$ cat config.mk
export PLATFORM = sky130hd
export DESIGN_NAME = mul16_seq
export DESIGN_NICKNAME = d
export VERILOG_FILES = /design/src/rtl/mul_pkg.sv /design/src/rtl/mul16_seq_rca.sv /design/src/rtl/mul16_seq.sv
export SDC_FILE = /design/constraint.sdc
export NUM_CORES = 1
export LEC_CHECK = 0
export ABC_CLOCK_PERIOD_IN_PS = 13500
export CAP_MARGIN = 20
export CORE_UTILIZATION = 53
export CTS_CLUSTER_SIZE = 28
export DETAILED_ROUTE_END_ITERATION = 8
export PLACE_DENSITY = 0.8
export RECOVER_POWER = 100
export SYNTH_ARGS = -nofsm -noshare
export SYNTH_HDL_FRONTEND = slang
export SYNTH_HIERARCHICAL = 1
export SYNTH_SLANG_ARGS = --single-unit
$ cat constraint.sdc
create_clock -name clk -period 13.5 [get_ports clk]
set_input_delay 2.7 -clock clk [delete_from_list [all_inputs] [get_ports clk]]
set_output_delay 2.7 -clock clk [all_outputs]
set_load 0.02 [all_outputs]
$ cat src/rtl/mul_pkg.sv
// Shared definitions for the sequential shift-and-add multiplier.
// State encoding and iteration count used by mul16_seq.
package mul_pkg;

    localparam int unsigned MUL_ITER = 16;

    // 2'd3 is unused; the FSM treats it as illegal and falls back to S_IDLE.
    typedef enum logic [1:0] {
        S_IDLE = 2'd0,
        S_CALC = 2'd1,
        S_DONE = 2'd2
    } state_e;

endpackage

$ cat src/rtl/mul16_seq_rca.sv
// Ripple-carry adder: a chain of full adders with carry-out and signed overflow flag.
module mul16_seq_rca #(
    parameter int unsigned WIDTH = 16
) (
    input  logic [WIDTH-1:0] a_i,
    input  logic [WIDTH-1:0] b_i,
    input  logic             cin_i,
    output logic [WIDTH-1:0] sum_o,
    output logic             cout_o,
    output logic             ovf_o
);

    logic [WIDTH:0] carry;

    always_comb begin
        carry[0] = cin_i;
        sum_o    = '0;
        for (int i = 0; i < WIDTH; i++) begin
            sum_o[i]    = a_i[i] ^ b_i[i] ^ carry[i];
            carry[i+1]  = (a_i[i] & b_i[i]) | (carry[i] & (a_i[i] ^ b_i[i]));
        end
    end

    assign cout_o = carry[WIDTH];
    // Two's-complement overflow: carry into the MSB differs from carry out of it.
    assign ovf_o  = carry[WIDTH] ^ carry[WIDTH-1];

endmodule

$ cat src/rtl/mul16_seq.sv
// Sequential 16x16 unsigned shift-and-add multiplier, one add/shift step per clock,
// with a start/busy/done handshake and a held 32-bit product plus 16-bit overflow flag.
module mul16_seq
    import mul_pkg::*;
#(
    parameter int unsigned WIDTH = 16,
    parameter int unsigned CNT_W = 5
) (
    input  logic               clk,
    input  logic               rst,
    input  logic               start,
    input  logic [WIDTH-1:0]   A,
    input  logic [WIDTH-1:0]   B,
    output logic               busy,
    output logic               done,
    output logic [2*WIDTH-1:0] Product,
    output logic               of
);

    state_e             state_q, state_d;
    logic [WIDTH-1:0]   m_q, m_d;
    logic [WIDTH-1:0]   p_hi_q, p_hi_d;
    logic [WIDTH-1:0]   q_q, q_d;
    logic [CNT_W-1:0]   count_q, count_d;
    logic [2*WIDTH-1:0] product_q, product_d;
    logic               of_q, of_d;

    logic [WIDTH-1:0]   add_b;
    logic [WIDTH-1:0]   add_sum;
    logic               add_cout;
    logic               rca_ovf_unused;
    logic [2*WIDTH-1:0] shifted;
    logic               accept;
    logic               last_step;

    assign add_b = q_q[0] ? m_q : '0;

    mul16_seq_rca #(
        .WIDTH (WIDTH)
    ) u_rca (
        .a_i    (p_hi_q),
        .b_i    (add_b),
        .cin_i  (1'b0),
        .sum_o  (add_sum),
        .cout_o (add_cout),
        .ovf_o  (rca_ovf_unused)
    );

    // Carry-out lands in the new accumulator MSB, so no product bit is ever lost.
    assign shifted   = {add_cout, add_sum, q_q[WIDTH-1:1]};
    assign accept    = start && ((state_q == S_IDLE) || (state_q == S_DONE));
    assign last_step = (count_q == CNT_W'(MUL_ITER - 1));

    always_comb begin
        state_d   = state_q;
        m_d       = m_q;
        p_hi_d    = p_hi_q;
        q_d       = q_q;
        count_d   = count_q;
        product_d = product_q;
        of_d      = of_q;

        case (state_q)
            S_IDLE, S_DONE: begin
                if (accept) begin
                    m_d     = A;
                    q_d     = B;
                    p_hi_d  = '0;
                    count_d = '0;
                    state_d = S_CALC;
                end else begin
                    state_d = S_IDLE;
                end
            end
            S_CALC: begin
                p_hi_d  = shifted[2*WIDTH-1:WIDTH];
                q_d     = shifted[WIDTH-1:0];
                count_d = count_q + 1'b1;
                if (last_step) begin
                    state_d   = S_DONE;
                    product_d = shifted;
                    of_d      = (shifted[2*WIDTH-1:WIDTH] != '0);
                end
            end
            default: state_d = S_IDLE;
        endcase
    end

    always_ff @(posedge clk or posedge rst) begin
        if (rst) begin
            state_q   <= S_IDLE;
            m_q       <= '0;
            p_hi_q    <= '0;
            q_q       <= '0;
            count_q   <= '0;
            product_q <= '0;
            of_q      <= 1'b0;
        end else begin
            state_q   <= state_d;
            m_q       <= m_d;
            p_hi_q    <= p_hi_d;
            q_q       <= q_d;
            count_q   <= count_d;
            product_q <= product_d;
            of_q      <= of_d;
        end
    end

    assign busy    = (state_q == S_CALC);
    assign done    = (state_q == S_DONE);
    assign Product = product_q;
    assign of      = of_q;

endmodule

==> results.txt <==
----------------------------------------------------
[Job]
  Count of max-cap constraint violations ... 4

[Clocking]
  Maximum level of the CTS H-tree ... 3
  TritonCTS clock tree ... yes
  Root buffer cell ... sky130_fd_sc_hd__clkbuf_8
  Number of buffers on the longest clock path ... 2
  Worst skew pair latency ... 360 ps
  Num Clock Sinks ... 88
  Post-CTS Hold Fix Bufs ... 0
  Total clock buffers created by CTS ... 9
  Cts repair resizes ... 0
  Clk slew on worst S/H paths ... 90 ps
  Post CTS Setup Buffer Count ... 0

[Synth]
  Number of instances in the synthesized netlist ... 324
  Ys Warns ... 6
  Mean area per synthesized cell ... 12.5 um^2
  Netlist Area Pre-Place ... 0.00406 mm^2
  Post-Synthesis Net Count ... 377

[Floorplan]
  Site Rows ... 31
  Area enclosed by the die boundary ... 0.00801 mm^2
  Number of placed I/O pins ... 70
  Horizontal extent of the die ... 89.5 um
  Std-Cell Core Area ... 0.00733 mm^2
  Die height ... 89.5 um
  Initial Util ... 0.554

[Timing]
  Hold Fails Final Rpt ... 0
  Upper clock frequency limit ... 130 MHz
  Worst slew margin relative to its limit ... -0.867
  Unrepaired setup endpoints after global routing ... no
  Max-slew violations ... 161
  Setup TNS after final layout ... 0 ps
  Share of the clock period used by the worst path after layout ... 0.570
  Min Clock Period, post-route ... 7700 ps
  Final setup violation count ... 0
  Largest clock skew in the final design ... 11.2 ps
  Slew at the pin closest to its max-slew limit ... 2800 ps

[Critical path]
  Max FO, Critical Path ... 17
  Critical path, cell by cell ... and2_0, fa_1, inv_1, fa_1, inv_1, fa_1, fa_1, fa_1, fa_1, fa_1, fa_1, fa_1, fa_1, fa_1, fa_1, fa_1, fa_1, fa_1, inv_1, fa_1, inv_1, nor4_1, nand4_1, mux2_1
  Kind of start point of the critical path ... flop
  Worst path top cell family by delay ... adder cells
  Slowest stage cell on the critical path ... sky130_fd_sc_hd__dfrtp_1
  Worst endpoint required time ... 13730 ps
  Launch point of the worst reg-to-reg path ... q_q[0]$_DFFE_PP0P_
  Endpoint of the worst register-to-register path ... of$_DFFE_PP0P_
  Minimum setup slack among reg-to-reg paths ... 5800 ps
  Worst r2r path cells ... 24
  Signal arrival time at the worst endpoint ... 7930 ps
  CP Capture Type ... flop
  Cell occurring most often along the worst timing path ... sky130_fd_sc_hd__fa_1
  Slowest Stage Delay on Critical Path ... 550 ps
  Critical path start-end classification ... flop to flop
  Total number of cells along the worst setup path ... 24
  Bufs and invs on worst path ... 4

[Status]
  Status ... complete, but fails checks
  Violated checks ... capacitance limit, slew limit

[Global routing]
  Global routing usage on met1 ... 0.309
  Overflow left after global routing ... 0
  Met2 capacity usage during global routing ... 0.335
  Vias in the first global route ... 2676
  Most heavily used metal layer in global routing ... met2
  Global-route wire length before repair ... 12.8 mm
  Largest net degree at the start of global routing ... 89
  Overall global routing resource usage ... 0.215
  Met3 track demand over resource in global routing ... 0.0434
  Antenna violations before repair ... 0

[Cells and area]
  Final #Nets ... 442
  Final core utilization ... 0.667
  Final std cells w/o fill ... 493
  Layout cells sized above 1 ... 0.0533
  Inserted Diodes ... 0
  Area growth from synthesis to layout ... 20.4%

[Min path]
  Hold path startpoint ... count_q[3]$_DFFE_PP0P_
  Class of the worst hold path ... flop to flop
  Min-Delay Endpoint ... count_q[3]$_DFFE_PP0P_
  Worst hold path stage count ... 1

[Power and ir drop]
  Power Dens Cells ... 259 mW/mm^2
  Leak Pwr ... 2.26 nW
  Worst IR Drop VDD ... 0.124 mV

[Drt]
  Wire length per cell after detailed routing ... 15.6 um
  Mean number of vias per cell ... 5.28
  Iter 0 DRT Violations ... 183
  Pre-antenna DRT Iters ... 5
  Overall via count from detail_route ... 2604
  Total wirelength of the detailed-routed design ... 7.69 mm
  Antenna violation net count after detailed routing ... 0
  DRC violations left ... 0

[Place]
  # port buffers ... 69
  Total instance count after detailed placement ... 476
  Final RePlAce weighted congestion ... 0.786
  Final HPWL from detailed placement ... 5.06 mm

----------------------------------------------------
layout by cell type (no fill, tap or decap), drive strengths merged:
master / instances
a22o: 17
a22oi: 16
and2: 16
and3: 1
bufinv: 3
clkbuf: 13
clkdlybuf4s50: 32
clkinv: 1
clkinvlp: 3
conb: 1
dfrtp: 88
dlygate4sd3: 37
fa: 16
ha: 2
inv: 14
mux2: 34
mux2i: 2
nand2: 67
nand2b: 2
nand3: 17
nand4: 2
nor2: 1
nor2b: 2
nor4: 4
o21ai: 2
o2bb2ai: 1
power breakdown:
| part | internal (mW) | total [mW] | switching, mW |
|---|---|---|---|
| Clock | 0.123 | 0.218 | 0.0945 |
| Combinational | 0.266 | 0.574 | 0.308 |
| Sequential | 0.393 | 0.476 | 0.0825 |
| Total | 0.783 | 1.27 | 0.485 |
metrics by stage:
step	hold slack, ps	area, um^2	setup WS [ps]	total power [mW]
after floorplan	437	4060	6510	0.919
after global placement	451	4780	6100	1.10
after detailed placement	462	4780	5930	1.13
after CTS	482	5020	5850	1.35
after global routing	507	4890	5510	1.36
final	478	4890	5800	1.27
worst max-delay path by stage:
stage	start	endpoint	slack, ps
5_1_grt	q_q[0]$_DFFE_PP0P_	of$_DFFE_PP0P_	5510
3_3_place_gp	q_q[0]$_DFFE_PP0P_	of$_DFFE_PP0P_	6100
4_1_cts	q_q[0]$_DFFE_PP0P_	of$_DFFE_PP0P_	5850
2_1_floorplan	q_q[0]$_DFFE_PP0P_	of$_DFFE_PP0P_	6510
3_5_place_dp	q_q[0]$_DFFE_PP0P_	of$_DFFE_PP0P_	5930
6_report	q_q[0]$_DFFE_PP0P_	of$_DFFE_PP0P_	5800
per-layer routing:
metal  routed length (um)  vias up  share of wire
met4                   83        0          0.011
li1                     -     1225              -
met5                    0        -              0
met3                  294        9          0.038
met2                 3660       58           0.48
met1                 3650     1312           0.47
layout make-up:
cell class	count	area [um^2]
Multi-Input combinational cell	203	1560
Sequential cell	88	2200
Fill cell	559	2440
Clock buffer	9	124
Inverter	14	53.8
Timing Repair Buffer	73	706
Clock inverter	7	119
Tap cell	99	124
sequential cells by signal, summed over array words and instances (netlist names):
| register | count |
|---|---|
| m_q | 16 |
| of | 1 |
| p_hi_q | 16 |
| state_q | 2 |
| count_q | 5 |
| q_q | 16 |
| Product | 32 |
Note: power is estimated with default switching activity, not from simulation.
